$ cat src/rtl/std_fifo_arbiter_if.sv
// Handshake bundle between upstream requesters, the arbiter and a std_fifo write port.
// slave = arbiter side, master = requester/FIFO environment side.
interface std_fifo_arbiter_if #(
    parameter int WIDTH    = 8,
    parameter int NUM_REQ  = 4,
    parameter int ID_WIDTH = 2
);
    logic [NUM_REQ-1:0]       req_valid;
    logic [NUM_REQ*WIDTH-1:0] req_data;
    logic [NUM_REQ-1:0]       req_last;
    logic [NUM_REQ-1:0]       req_ready;
    logic                     fifo_push;
    logic [WIDTH-1:0]         fifo_d;
    logic                     fifo_full;
    logic                     fifo_almost_full;
    logic [ID_WIDTH-1:0]      grant_id;
    logic                     overflow_err;

    modport slave (
        input  req_valid, req_data, req_last,
        input  fifo_full, fifo_almost_full,
        output req_ready, fifo_push, fifo_d,
        output grant_id, overflow_err
    );

    modport master (
        output req_valid, req_data, req_last,
        output fifo_full, fifo_almost_full,
        input  req_ready, fifo_push, fifo_d,
        input  grant_id, overflow_err
    );
endinterface

$ cat src/rtl/std_fifo_arbiter.sv
// Round-robin NUM_REQ:1 arbiter driving a std_fifo write port with a 1-cycle output register.
// Define STD_FIFO_ARB_LOCK_EN to compile in burst lock (grant held until req_last).
module std_fifo_arbiter #(
    parameter int WIDTH    = 8,
    parameter int NUM_REQ  = 4,
    parameter int ID_WIDTH = 2
) (
    input logic               clk,
    input logic               rst,
    std_fifo_arbiter_if.slave bus
);
    logic [ID_WIDTH-1:0] ptr_q;
    logic [ID_WIDTH-1:0] cand;
    logic [ID_WIDTH-1:0] idx;
    logic [ID_WIDTH-1:0] nxt;
    logic                cand_vld;
    logic                stall;
    logic                accept;
    logic [NUM_REQ-1:0]  ready;
    logic [WIDTH-1:0]    beat;

    logic                push_q;
    logic [WIDTH-1:0]    data_q;
    logic [ID_WIDTH-1:0] gid_q;
    logic                ovf_q;

`ifdef STD_FIFO_ARB_LOCK_EN
    typedef enum logic {IDLE, LOCK} state_e;
    state_e              state_q;
    logic [ID_WIDTH-1:0] owner_q;
`else
    logic unused_last;
    assign unused_last = ^bus.req_last;
`endif

    assign stall = bus.fifo_full | bus.fifo_almost_full;

    // Downward scan so the requester closest above ptr wins.
    always_comb begin
        cand     = ptr_q;
        cand_vld = 1'b0;
        idx      = '0;
        for (int k = NUM_REQ - 1; k >= 0; k--) begin
            idx = ID_WIDTH'((int'(ptr_q) + k) % NUM_REQ);
            if (bus.req_valid[idx]) begin
                cand     = idx;
                cand_vld = 1'b1;
            end
        end
`ifdef STD_FIFO_ARB_LOCK_EN
        if (state_q == LOCK) begin
            cand     = owner_q;
            cand_vld = 1'b1;
        end
`endif
    end

    always_comb begin
        ready = '0;
        if (cand_vld && !stall && !rst) begin
            ready[cand] = 1'b1;
        end
    end

    assign accept = |(ready & bus.req_valid);
    assign beat   = bus.req_data[int'(cand)*WIDTH +: WIDTH];
    assign nxt    = ID_WIDTH'((int'(cand) + 1) % NUM_REQ);

    always_ff @(posedge clk) begin
        if (rst) begin
            push_q  <= 1'b0;
            data_q  <= '0;
            gid_q   <= '0;
            ovf_q   <= 1'b0;
            ptr_q   <= '0;
`ifdef STD_FIFO_ARB_LOCK_EN
            state_q <= IDLE;
            owner_q <= '0;
`endif
        end else begin
            push_q <= accept;
            ovf_q  <= ovf_q | (push_q & bus.fifo_full);
            if (accept) begin
                data_q <= beat;
                gid_q  <= cand;
            end
`ifdef STD_FIFO_ARB_LOCK_EN
            if (accept) begin
                if (bus.req_last[cand]) begin
                    state_q <= IDLE;
                    ptr_q   <= nxt;
                end else begin
                    state_q <= LOCK;
                    owner_q <= cand;
                end
            end
`else
            if (accept) begin
                ptr_q <= nxt;
            end
`endif
        end
    end

    // Reset masks the output register so a beat latched just before rst is dropped.
    assign bus.req_ready    = ready;
    assign bus.fifo_push    = push_q & ~rst;
    assign bus.fifo_d       = rst ? '0 : data_q;
    assign bus.grant_id     = rst ? '0 : gid_q;
    assign bus.overflow_err = ovf_q & ~rst;
endmodule

$ cat src/flat_wrapper.sv
// flat-port wrapper written by rule: the top's interface ports become plain ports
module std_fifo_arbiter_flat 
#(
    parameter int WIDTH    = 8,
    parameter int NUM_REQ  = 4,
    parameter int ID_WIDTH = 2
)
  (clk, rst, bus_req_valid, bus_req_data, bus_req_last, bus_fifo_full, bus_fifo_almost_full, bus_req_ready, bus_fifo_push, bus_fifo_d, bus_grant_id, bus_overflow_err);
  std_fifo_arbiter_if #(.WIDTH(WIDTH), .NUM_REQ(NUM_REQ), .ID_WIDTH(ID_WIDTH)) bus_i ();
  input logic clk;
  input logic rst;
  input wire logic [$bits(bus_i.req_valid)-1:0] bus_req_valid;
  input wire logic [$bits(bus_i.req_data)-1:0] bus_req_data;
  input wire logic [$bits(bus_i.req_last)-1:0] bus_req_last;
  input wire logic [$bits(bus_i.fifo_full)-1:0] bus_fifo_full;
  input wire logic [$bits(bus_i.fifo_almost_full)-1:0] bus_fifo_almost_full;
  output wire logic [$bits(bus_i.req_ready)-1:0] bus_req_ready;
  output wire logic [$bits(bus_i.fifo_push)-1:0] bus_fifo_push;
  output wire logic [$bits(bus_i.fifo_d)-1:0] bus_fifo_d;
  output wire logic [$bits(bus_i.grant_id)-1:0] bus_grant_id;
  output wire logic [$bits(bus_i.overflow_err)-1:0] bus_overflow_err;
  assign bus_i.req_valid = bus_req_valid;
  assign bus_i.req_data = bus_req_data;
  assign bus_i.req_last = bus_req_last;
  assign bus_i.fifo_full = bus_fifo_full;
  assign bus_i.fifo_almost_full = bus_fifo_almost_full;
  assign bus_req_ready = bus_i.req_ready;
  assign bus_fifo_push = bus_i.fifo_push;
  assign bus_fifo_d = bus_i.fifo_d;
  assign bus_grant_id = bus_i.grant_id;
  assign bus_overflow_err = bus_i.overflow_err;
  std_fifo_arbiter #(.WIDTH(WIDTH), .NUM_REQ(NUM_REQ), .ID_WIDTH(ID_WIDTH)) u_core (.clk(clk), .rst(rst), .bus(bus_i));
endmodule
$ cat config.mk
export PLATFORM = sky130hd
export DESIGN_NAME = std_fifo_arbiter_flat
export DESIGN_NICKNAME = d
export VERILOG_FILES = /design/src/rtl/std_fifo_arbiter_if.sv /design/src/rtl/std_fifo_arbiter.sv /design/src/flat_wrapper.sv
export SDC_FILE = /design/constraint.sdc
export NUM_CORES = 1
export LEC_CHECK = 0
export BUFFER_PORTS_ARGS = -buffer_cell sky130_fd_sc_hd__clkbuf_2
export CAP_MARGIN = 20
export CORE_MARGIN = 5
export CORE_UTILIZATION = 42
export DETAILED_ROUTE_END_ITERATION = 8
export PLACE_DENSITY = 0.79
export SLEW_MARGIN = 30
export SYNTH_ARGS = -nofsm -noshare
export SYNTH_HDL_FRONTEND = slang
export SYNTH_SLANG_ARGS = --single-unit
$ cat constraint.sdc
create_clock -name clk -period 2.4 [get_ports clk]
set_clock_uncertainty 0.15 [all_clocks]
set_input_delay 0 -clock clk [delete_from_list [all_inputs] [get_ports clk]]
set_output_delay 0 -clock clk [all_outputs]
set_load 0.02 [all_outputs]
### Word level (Yosys, flattened, before mapping)

Index checks and enable logic that the tools add are counted.

| cells by class | value |
|---|---|
| magnitude comparators | 6 |
| muxes and demuxes | 21 |
| shift-type cells | 1 |
| bitwise gates (word level) | 7 |
| add/subtract/negate cells | 4 |
| reductions and logical operators | 6 |

Operators by type and width:

| cell | count |
|---|---|
| $shiftx 32x6->8 | 1 |
| $lt 2x3->1 const B | 5 |
| $mux 2 | 5 |
| $mux 1 | 9 |
| $bmux 1 s2 | 4 |
| $mux 8 | 1 |
| $add 2x1->2 const B | 2 |
| $add 2x2->2 const B | 2 |
| $and 4x4->4 | 1 |
| $mux 4 | 1 |
| $reduce_or 4->1 | 1 |
| $and 1x1->1 | 3 |
| $logic_and 1x1->1 | 3 |
| $demux 1 s2 | 1 |
| $ge 2x1->1 const B | 1 |
| $logic_not 1->1 | 2 |
| $or 1x1->1 | 2 |
| $not 1->1 | 1 |

| storage, ports and cells | value |
|---|---|
| input bits | 44 |
| logic and storage cells | 50 |
| output and inout port bits | 16 |
| bits in registers | 14 |

### Depth between registers and ports, before layout

Gate-level depths: netlist (run 1).

| depth | value |
|---|---|
| word-level depth | 14 |
| gate-level depth with buffers | 7 |
| mapped depth without buffers | 5 |

### Least setup slack after synthesis (run 1)

OpenSTA, ideal clock, no wires.

| timing | value |
|---|---|
| kind | reg2reg |
| from | register u_core.ptr_q[0] |
| to | register u_core.data_q[6] |
| data arrival time | 1635 ps |
| stages on the path, launching flop included | 8 |
| buffers on the path | 2 |
| data required time | 2121 ps |
| setup slack | 486 ps |
| cell sequence | dfxtp_1 nor2b_4 o21a_2 or3_1 buf_4 buf_6 a221oi_2 a211oi_1 |

| on the way | value |
|---|---|
| cells in the longest elaborated chain, start to end | 14 |
| elaborated cells between the ends (all ways) | 30 |

Ends and longest elaborated chain:

| item | line | text |
|---|---|---|
| start, declared | std_fifo_arbiter.sv:12 | `logic [ID_WIDTH-1:0] ptr_q;` |
| start signal, assigned | std_fifo_arbiter.sv:99 | `ptr_q <= nxt;` |
| $add 2x2->2 | std_fifo_arbiter.sv:44 | `idx = ID_WIDTH'((int'(ptr_q) + k) % NUM_REQ);` |
| $bmux 1 s2 | std_fifo_arbiter.sv:45 | `if (bus.req_valid[idx]) begin` |
| $mux 1 (not written as such) | std_fifo_arbiter.sv:45 |  |
| $mux 2 (4 in series) | std_fifo_arbiter.sv:45 |  |
| $lt 2x3->1 (not written as such) / $ge 2x1->1 (equally long branches) | std_fifo_arbiter.sv:61 | `ready[cand] = 1'b1;` |
| $logic_and 1x1->1 (not written as such) | std_fifo_arbiter.sv:61 |  |
| $mux 1 (not written as such) | std_fifo_arbiter.sv:61 |  |
| $demux 1 s2 | -- |  |
| $mux 4 | std_fifo_arbiter.sv:60 | `if (cand_vld && !stall && !rst) begin` |
| $and 4x4->4 | std_fifo_arbiter.sv:65 | `assign accept = \|(ready & bus.req_valid);` |
| $reduce_or 4->1 | std_fifo_arbiter.sv:65 |  |
| end signal, assigned | std_fifo_arbiter.sv:84 | `data_q <= beat;` |
| end, declared | std_fifo_arbiter.sv:23 | `logic [WIDTH-1:0] data_q;` |

Several ways; a longest one is shown, not always the timed one. The select of a mux whose other input is x is not followed.
A chain may end at the register's enable or synchronous reset.

### Worst setup path after layout (run 1)

| timing | value |
|---|---|
| from | register u_core.ptr_q[0] |
| to | register u_core.data_q[4] |

The elaborated chain is that of the path after synthesis.

==> key figures, run 1 <==
Pwr
  – Internal: between 0.4 and 0.5 mW
  – Leak: 0.766 nW
  – Clock power frac: ~27%
  – VDD IR max: between 0.0002 and 0.0003 V
  – Total power: roughly 0.64 mW
  – Sw Ratio: approximately 30%
  – Sw power: 0.192 mW
  – Logic pwr share: about 33%
  – Share of power burned in registers: about 40%
  – Pwr dens: between 400 and 500 nW/um^2

Floorplan
  – Number of I/O pins: 60
  – Row count: 17
  – Die Wd: between 50 and 60 um
  – Initial core utilization: between 40% and 50%
  – Die Footprint: ~3300 sq um
  – Core Region: around 2200 sq um
  – Die Y: 57.3 um

Synthesis
  – Post-synth EDFFs: 0
  – Sequential fraction of the synthesis area: between 20 and 30%
  – Synth unique cells: 34
  – Top post-synthesis cells by count: 16 x nor2_1, 14 x dfxtp_1, 14 x nor2b_1
  – Synthesized flop and latch total: 14
  – Post-synthesis cell area: 940 sq um
  – Area share of the largest cell type after synthesis: 29.8%
  – Syn Nets: about 150
  – Count leader, synth: nor2_1
  – Post-synth ARST share: 0%
  – Primary FF master, synth: dfxtp_1
  – Post-Synthesis Cells: about 110
  – Warnings, synthesis: 0
  – Mean area per synthesized cell: about 8.6 sq um
  – Synth area leader: dfxtp_1
  – Most area-consuming cells after synthesis: dfxtp_1 30%, nor2b_1 9.3%, mux2i_1 8.5%

Routing
  – Drt first pass iters: 4
  – Final wirelength: between 3 and 4 mm
  – Vias: approximately 1.2k
  – Post-DR vias/cell: 5.33
  – Iter 0 DRT Violations: 40
  – Post-route antenna net violation count: 0
  – DRC viols: 0
  – Routed WL per cell: roughly 16 um

Layout
  – Non-Filler Instances: roughly 220
  – FILL cells: 175
  – Share of cells above drive strength 1: between 30% and 40%
  – Area Growth Syn to Fin: 64.2%
  – NumNets Final: about 240
  – Diode count: 0
  – Final Util: 71.1%
  – Final Cell Area: 1540 sq um

Placement
  – RePlAce Congestion: around 0.68
  – Inst Count DP: between 150 and 200
  – Worst slack, placed: between 0.15 and 0.2 ns
  – IO Port Bufs: between 50 and 60
  – Post-DP HPWL: 2.07 mm
  – Placed cell areas: between 1000 and 1500 sq um

Worst hold path
  – Min-Delay Path Class: input port to flip-flop
  – Hold depth: 4

STA
  – Period Utilization, post-route: ~95%
  – Pins over their slew limit: 0
  – Setup ws final: between 0.1 and 0.15 ns
  – Slew HR: between 60% and 70%
  – RSZ-0062 raised after global routing: no
  – Period minus WS final: between 2 and 2.5 ns
  – Worst-Margin Slew: between 0.5 and 0.6 ns
  – Max Clk Rate: around 440 MHz
  – Final Hold Fails: 0
  – Setup TNS: 0 ns
  – Setup-failing EPs final: 0
  – WHS: roughly 0.064 ns

CTS
  – Postcts setup bufs: 0
  – H-tree Lvls: 1
  – Later-pin clock latency in the skew report: ~0.28 ns
  – TritonCTS clock tree: yes
  – Clock transition at path regs: 0.09 ns
  – Clock Tree Buf Depth: 2
  – CTS sink cnt: 14
  – Clk root buf: clkbuf_4
  – Cts bufs inserted: 3

Critical path
  – CP Capture Point: u_core.data_q[4]
  – Crit. End Element: flip-flop
  – Req. time, crit path: approximately 2.4 ns
  – R2R Path Start: u_core.ptr_q[0]
  – CP Max Fanout: 17
  – Startpoint types: flip-flop
  – Worst Setup SP: u_core.ptr_q[0]
  – Kind of critical path: flip-flop to flip-flop
  – Critical path arrival: approximately 2.3 ns
  – Worst reg2reg path depth: 5
  – Worst R2R Setup Slack: between 0.1 and 0.15 ns
  – Critical R2R Capture: u_core.data_q[4]

GRT
  – Vias in the first global route: between 1k and 1.5k
  – Most Used Layer, Global Route: met2
  – Met2 Usage GRT: between 40% and 50%
  – Grt total ovfl: 0
  – Met3 Usage GRT: under 10%
  – Met1 usage: around a quarter
  – All-Layer GR Usage: between 20% and 30%
  – Largest net degree at the start of global routing: 18
  – Initial antenna violation count: 0
  – First-pass GRT wire length: roughly 5.7 mm

Job
  – Max-Cap Viols: 0

Run status
  – Status: finished clean
[layout make-up]
type / count / area (sq um) / area share, %
multi-input combinational: 86 / 623 / 40.4
clock buffer: 4 / 36.3 / 2.35
sequential: 14 / 280 / 18.2
tap: 28 / 35.0 / 2.27
timing repair buffer: 83 / 553 / 35.8
inverter: 4 / 15.0 / 0.973
[metal layers]
metal	vias up	share of wire, %
li1	557	-
met1	533	37
met2	63	53
met3	14	6.2
met4	0	3.4
met5	-	0
[layout by cell type, fill, tap and decap left out, types with 3 or more instances in the layout]
master / instances
dlygate4sd3_1: 27
and2b_1: 6
nor2_1: 16
clkbuf_4: 3
a221oi_1: 7
mux2i_1: 8
a211oi_1: 10
dfxtp_1: 14
nand2b_1: 3
clkbuf_2: 55
inv_1: 4
nor2b_1: 14
[cell families (layout without fill, tap and decap cells)]
logic type | Yosys count | count (layout) | share of synthesized area, %
DFF | 14 | 14 | 29.8
muxes | 9 | 9 | 9.72
and+or+nand+nor | 49 | 49 | 31.0
AOI/OAI and AO/OA | 27 | 27 | 23.6
xor gates and xnor gates | 1 | 1 | 0.932
buffers and inverters | 9 | 91 | 4.93
[worst min-delay path by stage]
| stage | start | endpoint | slack (ns) |
|---|---|---|---|
| after floorplan | rst | bus_grant_id[0] | -0.07 |
| after global placement | bus_fifo_full | u_core.ovf_q | 0.08 |
| after detailed placement | bus_fifo_full | u_core.ovf_q | 0.09 |
| after CTS | bus_req_data[24] | u_core.data_q[0] | 0.06 |
| after global routing | bus_req_data[24] | u_core.data_q[0] | 0.07 |
| final | bus_req_data[24] | u_core.data_q[0] | 0.06 |
[power by group through the flow]
stage	clock network, mW	logic, mW	registers, mW
6_report	0.171	0.211	0.256
5_1_grt	0.187	0.227	0.257
4_1_cts	0.173	0.201	0.255
3_5_place_dp	0	0.166	0.260
3_3_place_gp	0	0.161	0.259
2_1_floorplan	0	0.110	0.258
[registers in the layout, indices dropped and copies added, names as in the netlist]
name and count:
u_core.ptr_q 2, u_core.data_q 8, u_core.push_q 1, u_core.gid_q 2, u_core.ovf_q 1
[critical path, cell delays in order (launching register included)]
cell and delay [ns]:
dfxtp_1 0.42, nor2b_4 0.07, o21a_2 0.29, or3_2 0.70, a221oi_1 0.43, a211oi_1 0.09
[repair_timing]
| action | CTS | global route |
|---|---|---|
| hold endpoints to repair | 12 | 0 |
| gates resized for setup | 0 | 3 |
| hold buffers | 27 | 0 |
| endpoints found under the setup margin | 0 | 9 |
Power figures use the tool's default switching activity.
==> run 2, diff against run 1 <==
CORE_ASPECT_RATIO = 1.4   (was unset)
==> run 2 against run 1 <==
First-iteration DRC count shrank 43%. Worst hold slack lost 0.0018 ns. Design area is essentially flat. Maximum frequency grew 6.2%. Combinational power is essentially flat. Wire length shrank 13%. Global-route usage shrank 1.9 points. Sequential share of layout area is essentially flat. Power shrank 1.1%. Sequential power is essentially flat. Worst setup slack gained 0.13 ns. Non-clock buffer count grew 1. Critical path type is now flip-flop to output port. Largest power group unchanged.
==> key figures, run 2 (synthesized netlist as in run 1, its figures left out) <==
Layout
  – Area Growth Syn to Fin: 64.0%
  – Largest register FFs: 8
  – Diode count: 0
  – Commonest non-fill, non-tap cell in the layout: clkbuf_2
  – Share of cells above drive strength 1: between 30% and 40%
  – Top Registers: u_core.data_q (8), u_core.gid_q (2), u_core.ptr_q (2)
  – NumNets Final: 237
  – Top reg by flops: u_core.data_q
  – Most frequent cells in the layout: 55 x clkbuf_2, 27 x dlygate4sd3_1, 16 x nor2_1
  – Non-Filler Instances: between 200 and 250

Floorplan
  – Number of I/O pins: 60
  – Die Wd: ~50 um
  – Row count: 20
  – Core Region: ~2200 sq um
  – Die Footprint: approximately 3300 sq um
  – Die Y: about 66 um
  – Initial core utilization: 43.7%

Routing
  – Routed WL per cell: roughly 14 um
  – Drt first pass iters: 5
  – Iter 0 DRT Violations: 23
  – Vias: about 1.1k
  – Final wirelength: about 3 mm
  – Post-DR vias/cell: between 5 and 6
  – Post-route antenna net violation count: 0
  – DRC viols: 0

STA
  – Final Hold Fails: 0
  – Worst-Margin Slew: ~0.63 ns
  – Slew HR: between 50% and 60%
  – Max Clk Rate: ~470 MHz
  – RSZ-0062 raised after global routing: no
  – Setup TNS: 0 ns
  – Period minus WS final: approximately 2.1 ns
  – Setup-failing EPs final: 0
  – Pins over their slew limit: 0
  – Period Utilization, post-route: about nine tenths

Placement
  – IO Port Bufs: 55
  – RePlAce Congestion: 0.743
  – Inst Count DP: roughly 180
  – Post-DP HPWL: about 1.9 mm

Critical path
  – Critical path arrival: 1.99 ns
  – Startpoint types: flip-flop
  – Crit-path max cell delay: around 0.43 ns
  – CP Max Fanout: 11
  – Worst-path cell chain: and3b_1, a2111oi_2, o21ai_2, nor2_1, clkbuf_2
  – CP max stage cell: a2111oi_2
  – Kind of critical path: flip-flop to output port
  – Crit. End Element: output port
  – Req. time, crit path: around 2.3 ns

CTS
  – Clk root buf: clkbuf_4
  – H-tree Lvls: 1
  – Clock Tree Buf Depth: 2
  – TritonCTS clock tree: yes
  – CTS sink cnt: 14
  – Clock transition at path regs: about 0.09 ns
  – Cts bufs inserted: 3
  – Later-pin clock latency in the skew report: approximately 0.28 ns

Pwr
  – Sw Ratio: 29.1%
  – Leak: 0.770 nW
  – Share of power burned in registers: 40.3%
  – Internal: ~0.45 mW
  – Sw power: about 0.18 mW
  – Clock power frac: around a quarter
  – Pwr dens: between 400 and 500 nW/um^2
  – VDD IR max: roughly 0.00022 V
  – Logic pwr share: between 30% and 40%

Run status
  – Status: finished clean

GRT
  – Initial antenna violation count: 0
  – Largest net degree at the start of global routing: 18
  – First-pass GRT wire length: 5.16 mm
  – Vias in the first global route: 1162
  – Grt total ovfl: 0
  – All-Layer GR Usage: ~20%

Worst hold path
  – Min-Delay Path Class: input port to flip-flop

Job
  – Max-Cap Viols: 0
run 2: timing repair:
| action | CTS | global route |
|---|---|---|
| buffers inserted | 0 | 0 |
| gates resized for setup | 0 | 2 |
| endpoints found under the setup margin | 0 | 2 |
| hold buffers | 27 | 0 |
| hold endpoints to repair | 12 | 0 |
run 2: through the flow:
step	worst slack (ns)	power, mW	utilization, %	instance area, sq um	hold WS [ns]
2_1_floorplan	0.486	0.368	-	940	-0.0663
3_3_place_gp	0.243	0.424	57.0	1230	0.0802
3_5_place_dp	0.243	0.428	57.0	1230	0.0866
4_1_cts	0.0926	0.633	71.2	1530	0.0520
5_1_grt	0.135	0.673	71.6	1540	0.0851
6_report	0.259	0.631	71.6	1540	0.0623
run 2: metal layers:
layer | up-vias | routed length, um | GRT usage (%)
met4 | 0 | 121 | 12.1
li1 | 559 | - | -
met1 | 513 | 1090 | 21.8
met5 | - | 0 | 0
met3 | 14 | 158 | 1.13
met2 | 44 | 1710 | 36.1
run 2: path summary, 6_finish.rpt:
path / endpoint / cells past startpoint / slack, ns / startpoint
worst max register to register: u_core.data_q[7] / 6 / 0.33 / u_core.ptr_q[0]
worst min-delay path: u_core.data_q[3] / 4 / 0.06 / bus_req_data[27]
worst min register to register: u_core.gid_q[1] / 2 / 0.33 / u_core.gid_q[1]
worst max-delay path: bus_req_ready[2] / 5 / 0.26 / u_core.ptr_q[1]
run 2: final cells by class:
class	count	area, sq um
multi-input combinational	86	622
fill	166	611
timing repair buffer	84	561
sequential	14	280
clock buffer	4	36.3
tap	22	27.5
inverter	4	15.0
run 2: power by group through the flow:
stage,logic (mW),registers [mW],clock network (mW)
after global routing,0.229,0.256,0.188
after floorplan,0.110,0.258,0
after detailed placement,0.168,0.259,0
after global placement,0.165,0.259,0
after CTS,0.203,0.254,0.176
final,0.208,0.254,0.169
run 2: critical path, delay by kind of cell (launching register included):
kind                   cells  cell delay, ns
AO/OA/AOI/OAI              2            0.69
AND/OR/NAND/NOR            2            0.41
flip-flops                 1            0.39
buffers and inverters      1            0.21
==> run 3, diff against run 2 <==
CORE_UTILIZATION = 40   (was 42)
PLACE_DENSITY = 0.76   (was 0.79)
==> run 3 against run 2 <==
First-iteration DRC count fell by 17%. Wire length rose by 0.45%. Clock power barely moved. Non-clock buffer count did not move. Worst hold slack got worse by 0.016 ns. Via count rose by 0.97%. Maximum frequency rose by 1.9%. Worst setup slack improved by 0.040 ns. Combinational power barely moved. Critical path type unchanged. Highest routed layer unchanged.
==> key figures, run 3 (synthesized netlist as in run 1, its figures left out) <==
Run status
  – Status: finished clean

Routing
  – Vias: approximately 1.1k
  – Final wirelength: 3.10 mm
  – Post-route antenna net violation count: 0
  – Drt first pass iters: 4
  – DRC viols: 0
  – Post-DR vias/cell: roughly 5.3
  – Iter 0 DRT Violations: 19
  – Routed WL per cell: about 14 um

Placement
  – Post-DP HPWL: roughly 2 mm
  – Placed cell areas: roughly 1200 sq um
  – RePlAce Congestion: around 0.73
  – IO Port Bufs: 55

Job
  – Max-Cap Viols: 0

Floorplan
  – Number of I/O pins: 60
  – Die Wd: 51.0 um
  – Die Footprint: 3430 sq um
  – Core Region: 2200 sq um
  – Row count: 20
  – Initial core utilization: 42.7%
  – Die Y: between 60 and 70 um

Critical path
  – Crit. End Element: output port
  – CP Max Fanout: 17
  – Kind of critical path: flip-flop to output port
  – Startpoint types: flip-flop
  – Req. time, crit path: around 2.3 ns
  – Critical path arrival: about 2.0 ns

Layout
  – Area Growth Syn to Fin: 64.3%
  – Top reg by flops: u_core.data_q
  – Share of cells above drive strength 1: approximately 36%
  – Commonest non-fill, non-tap cell in the layout: clkbuf_2
  – NumNets Final: roughly 240
  – Largest register FFs: 8
  – Most frequent cells in the layout: 55 x clkbuf_2, 27 x dlygate4sd3_1, 16 x nor2_1
  – Final Util: a little over two thirds
  – Final Cell Area: approximately 1500 sq um
  – Top Registers: u_core.data_q (8), u_core.gid_q (2), u_core.ptr_q (2)

Pwr
  – Leak: between 0.7 and 0.8 nW
  – Sw Ratio: just under 30%
  – Clock power frac: 27.1%
  – Internal: between 0.4 and 0.5 mW
  – Sw power: roughly 0.19 mW
  – Total power: roughly 0.63 mW
  – Share of power burned in registers: between 40% and 50%
  – Logic pwr share: roughly a third
  – Pwr dens: 411 nW/um^2
  – VDD IR max: 0.000263 V

CTS
  – Clock Tree Buf Depth: 2
  – H-tree Lvls: 1
  – Later-pin clock latency in the skew report: ~0.28 ns
  – CTS sink cnt: 14
  – Postcts setup bufs: 0
  – Clk root buf: clkbuf_4
  – Cts bufs inserted: 3
  – Clock transition at path regs: roughly 0.09 ns
  – TritonCTS clock tree: yes

STA
  – Period Utilization, post-route: between 80% and 90%
  – Setup TNS: 0 ns
  – Period minus WS final: 2.10 ns
  – Worst-Margin Slew: roughly 0.62 ns
  – Final Hold Fails: 0
  – Pins over their slew limit: 0
  – Max Clk Rate: 476 MHz
  – Slew HR: between 50% and 60%
  – RSZ-0062 raised after global routing: no
  – Setup-failing EPs final: 0

GRT
  – Grt total ovfl: 0
  – All-Layer GR Usage: a little under a fifth
  – Vias in the first global route: 1201
  – Largest net degree at the start of global routing: 18
  – First-pass GRT wire length: ~5.2 mm
  – Initial antenna violation count: 0

Worst hold path
  – Min-Delay Path Class: input port to flip-flop
## run 3: final timing paths
path	to	slack [ns]	start	cells after the start
setup / recovery	bus_req_ready[3]	0.30	u_core.ptr_q[0]	6
hold / removal	u_core.data_q[7]	0.05	bus_req_data[31]	4
setup reg to reg	u_core.data_q[5]	0.34	u_core.ptr_q[0]	6
hold reg to reg	u_core.gid_q[1]	0.33	u_core.gid_q[1]	2
## run 3: what timing repair did
item | 4_1_cts | 5_1_grt
resized for setup | 0 | 2
endpoints found under the hold margin | 12 | 0
setup endpoints to repair | 0 | 6
hold buffers | 27 | 0
## run 3: final cells by class
type	instances	area (sq um)
well taps	22	27.5
flip-flops and latches	14	280
inverters	4	15.0
repair buffers	84	561
diodes	1	2.50
fillers	193	658
multi-input cells	86	622
clock buffers	4	36.3
## run 3: per-layer routing
| layer | GRT usage, % | part of all wire [%] | vias up | routed length, um |
|---|---|---|---|---|
| met5 | 0 | 0 | - | 0 |
| met4 | 12.5 | 4.0 | 0 | 125 |
| met3 | 2.21 | 6.0 | 16 | 186 |
| met2 | 34.2 | 54 | 46 | 1660 |
| met1 | 20.5 | 36 | 513 | 1120 |
| li1 | - | - | 566 | - |
## run 3: metrics by stage
step / hold WS, ns / worst slack (ns) / instances
floorplan: -0.0663 / 0.486 / 109
global placement: 0.0822 / 0.279 / 183
detailed placement: 0.0929 / 0.244 / 183
CTS: 0.0553 / 0.0919 / 214
global route: 0.0879 / 0.199 / 214
finish: 0.0467 / 0.298 / 215
## run 3: power by group through the flow
stage / combinational, mW / clock (mW) / sequential, mW
after global placement: 0.165 / 0 / 0.259
after CTS: 0.204 / 0.172 / 0.254
after global routing: 0.227 / 0.185 / 0.257
after detailed placement: 0.169 / 0 / 0.259
final: 0.208 / 0.172 / 0.254
after floorplan: 0.110 / 0 / 0.258
## run 3: worst max-delay path: stages, from the launching register on
cell and delay (ns):
dfxtp_1 0.42, nor2b_4 0.06, o21a_2 0.28, or3_1 0.36, buf_4 0.22, nor2_1 0.13, clkbuf_2 0.18
